`src/rtl/uart_pkg.sv`:
```
`default_nettype none
// ============================================================================
// Module      : uart_pkg
// Description : Shared UART TX types and constants (state encoding, frame
//               width, idle line level).
// Revision    : 1.0 - initial release
// ============================================================================
package uart_pkg;

    localparam int   UART_DATA_BITS  = 8;
    localparam logic UART_IDLE_LEVEL = 1'b1;

    typedef enum logic [2:0] {
        IDLE   = 3'd0,
        START  = 3'd1,
        DATA   = 3'd2,
        STOP   = 3'd3,
        PARITY = 3'd4
    } tx_state_e;

endpackage
`default_nettype wire

```
`src/rtl/uart_tx_fifo.sv`:
```
`default_nettype none
// ============================================================================
// Module      : uart_tx_fifo
// Description : Synchronous TX byte FIFO with async active-high reset and
//               combinational head read.
// Revision    : 1.0 - initial release
// ============================================================================
module uart_tx_fifo
    import uart_pkg::*;
#(
    parameter int DEPTH = 16,
    parameter int WIDTH = UART_DATA_BITS
) (
    input  logic                       clk_i,
    input  logic                       rst_i,
    input  logic                       push,
    input  logic                       pop,
    input  logic [WIDTH-1:0]           wdata,
    output logic [WIDTH-1:0]           rdata,
    output logic                       full,
    output logic                       empty,
    output logic [$clog2(DEPTH+1)-1:0] level
);

    localparam int c_PTR_W = $clog2(DEPTH);
    localparam int c_LVL_W = $clog2(DEPTH + 1);

    logic [WIDTH-1:0]   r_mem [DEPTH];
    logic [c_PTR_W-1:0] r_wr_ptr;
    logic [c_PTR_W-1:0] r_rd_ptr;
    logic [c_LVL_W-1:0] r_level;
    logic               w_do_push;
    logic               w_do_pop;

    assign w_do_push = push && !full;
    assign w_do_pop  = pop && !empty;

    // Pointers wrap naturally because DEPTH is a power of two
    always_ff @(posedge clk_i or posedge rst_i) begin
        if (rst_i) begin
            r_wr_ptr <= '0;
            r_rd_ptr <= '0;
            r_level  <= '0;
        end else begin
            if (w_do_push) r_wr_ptr <= r_wr_ptr + c_PTR_W'(1);
            if (w_do_pop)  r_rd_ptr <= r_rd_ptr + c_PTR_W'(1);
            case ({w_do_push, w_do_pop})
                2'b10:   r_level <= r_level + c_LVL_W'(1);
                2'b01:   r_level <= r_level - c_LVL_W'(1);
                default: r_level <= r_level;
            endcase
        end
    end

    always_ff @(posedge clk_i) begin
        if (w_do_push) r_mem[r_wr_ptr] <= wdata;
    end

    assign rdata = r_mem[r_rd_ptr];
    assign full  = (r_level == c_LVL_W'(DEPTH));
    assign empty = (r_level == '0);
    assign level = r_level;

endmodule
`default_nettype wire

```
`src/rtl/uart_tx_serializer.sv`:
```
`default_nettype none
// ============================================================================
// Module      : uart_tx_serializer
// Description : FIFO-buffered 8N1 UART transmitter. Define UART_TX_PARITY_EN
//               to insert an even-parity bit between data and stop.
// Revision    : 1.0 - initial release
// ============================================================================
module uart_tx_serializer
    import uart_pkg::*;
#(
    parameter int FIFO_DEPTH   = 16,
    parameter int CLKS_PER_BIT = 16
) (
    input  logic                            clk_i,
    input  logic                            rst_i,
    input  logic [7:0]                      byte_i,
    input  logic                            byte_valid_i,
    output logic                            byte_ready_o,
    output logic                            tx_o,
    output logic                            busy_o,
    output logic [$clog2(FIFO_DEPTH+1)-1:0] fifo_level_o
);

    localparam int c_BAUD_W = $clog2(CLKS_PER_BIT);
    localparam int c_BIT_W  = $clog2(UART_DATA_BITS);
    localparam logic [c_BAUD_W-1:0] c_BAUD_LAST = c_BAUD_W'(CLKS_PER_BIT - 1);
    localparam logic [c_BIT_W-1:0]  c_BIT_LAST  = c_BIT_W'(UART_DATA_BITS - 1);

    tx_state_e                 r_state;
    logic [c_BAUD_W-1:0]       r_baud;
    logic [c_BIT_W-1:0]        r_bit;
    logic [UART_DATA_BITS-1:0] r_shift;
    logic                      r_tx;

    logic                      w_full;
    logic                      w_empty;
    logic                      w_bit_end;
    logic                      w_fifo_pop;
    logic [UART_DATA_BITS-1:0] w_rdata;

    assign w_bit_end  = (r_baud == c_BAUD_LAST);
    // Popping at the end of STOP lets frames run back to back with no gap
    assign w_fifo_pop = !w_empty && ((r_state == IDLE) || (r_state == STOP && w_bit_end));

    uart_tx_fifo #(
        .DEPTH (FIFO_DEPTH),
        .WIDTH (UART_DATA_BITS)
    ) u_fifo (
        .clk_i (clk_i),
        .rst_i (rst_i),
        .push  (byte_valid_i),
        .pop   (w_fifo_pop),
        .wdata (byte_i),
        .rdata (w_rdata),
        .full  (w_full),
        .empty (w_empty),
        .level (fifo_level_o)
    );

    always_ff @(posedge clk_i or posedge rst_i) begin
        if (rst_i) begin
            r_state <= IDLE;
            r_baud  <= '0;
            r_bit   <= '0;
            r_shift <= '0;
            r_tx    <= UART_IDLE_LEVEL;
        end else begin
            // Line level follows the state one cycle later
            case (r_state)
                START:   r_tx <= 1'b0;
                DATA:    r_tx <= r_shift[r_bit];
`ifdef UART_TX_PARITY_EN
                PARITY:  r_tx <= ^r_shift;
`endif
                default: r_tx <= UART_IDLE_LEVEL;
            endcase

            if (r_state == IDLE || w_bit_end) r_baud <= '0;
            else                              r_baud <= r_baud + c_BAUD_W'(1);

            case (r_state)
                IDLE: begin
                    if (w_fifo_pop) begin
                        r_shift <= w_rdata;
                        r_state <= START;
                    end
                end
                START: begin
                    if (w_bit_end) begin
                        r_bit   <= '0;
                        r_state <= DATA;
                    end
                end
                DATA: begin
                    if (w_bit_end) begin
                        if (r_bit == c_BIT_LAST) begin
`ifdef UART_TX_PARITY_EN
                            r_state <= PARITY;
`else
                            r_state <= STOP;
`endif
                        end else begin
                            r_bit <= r_bit + c_BIT_W'(1);
                        end
                    end
                end
`ifdef UART_TX_PARITY_EN
                PARITY: begin
                    if (w_bit_end) r_state <= STOP;
                end
`endif
                STOP: begin
                    if (w_bit_end) begin
                        if (w_fifo_pop) begin
                            r_shift <= w_rdata;
                            r_state <= START;
                        end else begin
                            r_state <= IDLE;
                        end
                    end
                end
                default: r_state <= IDLE;
            endcase
        end
    end

    assign tx_o         = r_tx;
    assign byte_ready_o = !w_full;
    assign busy_o       = (r_state != IDLE) || !w_empty;

endmodule
`default_nettype wire

```
`config.mk`:
```
export PLATFORM = sky130hd
export DESIGN_NAME = uart_tx_serializer
export DESIGN_NICKNAME = d
export VERILOG_FILES = /design/src/rtl/uart_pkg.sv /design/src/rtl/uart_tx_fifo.sv /design/src/rtl/uart_tx_serializer.sv
export SDC_FILE = /design/constraint.sdc
export NUM_CORES = 1
export LEC_CHECK = 0
export CORE_MARGIN = 2
export CORE_UTILIZATION = 35
export CTS_CLUSTER_DIAMETER = 50
export CTS_CLUSTER_SIZE = 40
export DETAILED_ROUTE_END_ITERATION = 7
export GPL_ROUTABILITY_DRIVEN = 0
export GPL_TIMING_DRIVEN = 0
export HOLD_SLACK_MARGIN = 0.08
export PLACE_DENSITY = 0.55
export SYNTH_ARGS = -nofsm -noshare
export SYNTH_HDL_FRONTEND = slang
export SYNTH_SLANG_ARGS = --single-unit
```
`constraint.sdc`:
```
create_clock -name clk_i -period 3 [get_ports clk_i]
set_input_delay 0.6 -clock clk_i [delete_from_list [all_inputs] [get_ports clk_i]]
set_output_delay 0.6 -clock clk_i [all_outputs]
set_load 0.005 [all_outputs]
```
==> metrics.json <==
{
  "area_growth_syn_to_layout_pct": 17.02,
  "maxClockFrequency_ghz": 0.3489,
  "grt_antenna_before_repair": 0,
  "final-setup-viol-count": 0,
  "die_w_um": 141.7,
  "relSlewSlack_pct": 12.54,
  "grt_setup_unrepaired": "no",
  "drv_cap": 0,
  "final.min_clock_period_ns": 2.866,
  "io_buffer_count": 18,
  "clock_pin_slew_on_the_worst_setup_and_hold_paths_ns": 0.06,
  "design.portCount": 19,
  "number_of_storage_elements_in_the_synthesis_netlist": 159,
  "tightestPinTransition_ns": 1.302,
  "cts_inserted_buffers": 17,
  "synth_edf_count": 128,
  "hold_slack_ns": 0.4996,
  "chipHeight_um": 141.7,
  "core_ar_sq_um": 18640,
  "power.leakage_nw": 2.651,
  "mostFrequentLayoutCell": "sky130_fd_sc_hd__edfxtp_1",
  "clockBufferDepth": 2,
  "maxSlewViolCount": 0,
  "drtIter0Drc": 214,
  "crit_arrival_ns": 3.16,
  "most-common-layout-cells": "sky130_fd_sc_hd__edfxtp_1, sky130_fd_sc_hd__dfrtp_1, sky130_fd_sc_hd__mux4_1",
  "critPathRequiredTime_ns": 3.30,
  "worst-path-max-fanout": 9,
  "tritoncts": "yes",
  "wl_per_cell_um": 19.55,
  "wire_length_of_the_first_global_routing_pass_um": 19580,
  "std_cell_rows": 50,
  "power_switching_w": 0.001336,
  "clock_insertion_delay_worst_skew_ns": 0.42,
  "nets": 440,
  "post_synth.cell_area_avg_sq_um": 17.97,
  "cts_hold_repair.buffers": 0,
  "cts_root_buffer": "sky130_fd_sc_hd__clkbuf_16",
  "async_reset_ff_share_pct": 19.50,
  "power.ir.vdd_worst_mv": 0.5180,
  "floorplan.initialDensity_pct": 35.58,
  "final-hold-violation-count": 0,
  "seqPwrFrac_pct": 49.7,
  "count_of_distinct_cell_types_in_the_synthesized_netlist": 41,
  "grt_usage_pct": 13.72,
  "p_clk_share_pct": 38.1,
  "synth-seq-area-share_pct": 69.67,
  "area_of_the_die_sq_um": 20070,
  "status": "completed",
  "layout.core_utilization_pct": 41.63,
  "grt_start_max_net_pins": 32,
  "critical_path.startpoint_type": "register",
  "swShare_pct": 24.44,
  "share_comb_of_total_power_pct": 12.2,
  "drt_first_pass_iters": 4,
  "path_cells": "nor4_4 > nand2_1 > and2_1 > buf_4 > inv_2 > ha_4 > inv_1 > fa_2 > nor2b_1 > o21ai_0 > nand3_1 > or3b_2 > xnor2_1",
  "hold_class": "register to register",
  "vias": 3353,
  "timing.critical_path.to_type": "register",
  "slowest_stage": "sky130_fd_sc_hd__or3b_2",
  "detail_route.wirelength_um": 12870,
  "synthFlopType": "sky130_fd_sc_hd__edfxtp_1",
  "power_report.internal_total_w": 0.004128,
  "crit_path_max_incr_delay_ns": 0.46,
  "synthesis.area_sq_um": 6633,
  "synth_fp_nets": 397,
  "netlist_instances": 369,
  "preCtsSetupSlack_ns": -0.2318,
  "layout_worst_path_cycle_share_pct": 95.54,
  "fin_ws_ns": 0.1339,
  "drcViolationCount": 0,
  "cts.sinks": 159,
  "timing.clock.skew_ns": 0.01766,
  "cts_max_level": 4,
  "dp_hpwl_um": 8174,
  "overflow": 0,
  "p_per_area_nw_per_um2": 704.0,
  "timing.setup.critical_path_class": "register to register",
  "ant_nets": 0,
  "routed_via_density": 5.096,
  "antenna_cells_inserted": 0,
  "yosysWarnings": 0,
  "share_of_final_layout_standard_cells_stronger_than_drive_strength_1_pct": 18.16,
  "grt_pass1_vias": 3376
}
[metal layers]
layer  part of all wire [%]  global-route usage, %  vias to the layer above
li1                       -                      -                     1555
met1                     47                  18.11                     1734
met4                    1.5                  5.368                        0
met2                     49                  21.72                       56
met3                    2.9                  3.780                        8
met5                      0                      0                        -
[flip-flops by register name (all words and copies together) (netlist names)]
signal and count:
r_baud 4, r_bit 3, r_shift 8, r_state 2, tx_o 1, u_fifo.level 5, u_fifo.r_mem 128, u_fifo.r_rd_ptr 4
u_fifo.r_wr_ptr 4
[path summary, 6_finish.rpt]
| check | startpoint | to | slack (ns) | depth (start not counted) |
|---|---|---|---|---|
| max | u_fifo.level[0] | u_fifo.level[4] | 0.13 | 13 |
| min | r_baud[0] | r_baud[0] | 0.50 | 1 |
| max reg2reg | u_fifo.level[0] | u_fifo.level[4] | 0.13 | 13 |
| min reg2reg | r_baud[0] | r_baud[0] | 0.50 | 1 |
| max in group asynchronous | rst_i | u_fifo.level[0] | 1.90 | 2 |
| min in group asynchronous | rst_i | r_baud[2] | 0.62 | 2 |
[per-stage QoR]
step           power, W  area [sq um]  instances  setup TNS [ns]
2_1_floorplan  0.003113          6633        369               0
3_3_place_gp   0.003346          7106        621         -0.2429
3_5_place_dp   0.003371          7106        621         -0.9008
4_1_cts        0.005503          7716        655               0
5_1_grt        0.005695          7761        658               0
6_report       0.005464          7761        658               0
[area by class of cell]
type | instances | area (sq um)
buffer | 18 | 101.3
multi-input combinational | 178 | 1902
sequential | 159 | 4622
tap | 234 | 292.8
fill | 1676 | 10880
inverter | 14 | 52.55
timing repair buffer | 24 | 225.2
clock inverter | 14 | 140.1
clock buffer | 17 | 425.4
[cell families (layout without fill, tap and decap cells)]
group                      Yosys count  after routing  share of synthesized area (%)
adders and majority gates           17             17                          3.320
muxes                               46             46                          14.77
AOI/OAI and AO/OA                   48             48                          4.358
and+or+nand+nor                     56             56                          4.150
xor gates and xnor gates            11             11                          1.453
buffers and inverters               32             87                          2.283
DFF                                159            159                          69.67
[cells in the mapped netlist (all sizes together), types with 2 or more instances]
cell / count / area share [%]
xnor2: 8 / 1.1
nor3: 5 / 0.38
o22ai: 16 / 1.5
dfrtp: 30 / 11
edfxtp: 128 / 58
a22o: 3 / 0.40
mux2i: 3 / 0.45
inv: 14 / 0.79
nand2: 18 / 1.1
xor2: 3 / 0.40
o21ai: 11 / 0.83
a21oi: 13 / 0.98
nor2: 15 / 0.85
and2: 2 / 0.19
mux2: 9 / 1.5
a22oi: 2 / 0.30
buf: 13 / 1.2
mux4: 34 / 13
nand2b: 5 / 0.47
ha: 16 / 3.0
nand4: 3 / 0.28
clkbuf: 5 / 0.28
[power by group through the flow]
stage,registers (W),logic [W],clock network (W)
after global placement,0.00275,0.000596,0
after floorplan,0.00274,0.000376,0
final,0.00271,0.000667,0.00208
after global routing,0.00273,0.000746,0.00222
after CTS,0.00272,0.000653,0.00213
after detailed placement,0.00276,0.000610,0
[critical path, delay by kind of cell (launching register included)]
family | cells | cell delay (ns)
adder cells (fa/ha/maj) | 2 | 0.50
AND/OR/NAND/NOR | 6 | 1.23
AO/OA/AOI/OAI | 1 | 0.11
XOR/XNOR | 1 | 0.13
flip-flops | 1 | 0.44
buffers and inverters | 3 | 0.34
[what timing repair did]
action                     in CTS  in global routing
resized for setup               4                  7
setup buffers                   3                  3
pin swaps                       1                  2
setup endpoints to repair       1                  1
Note: power is estimated with default switching activity, not from simulation.
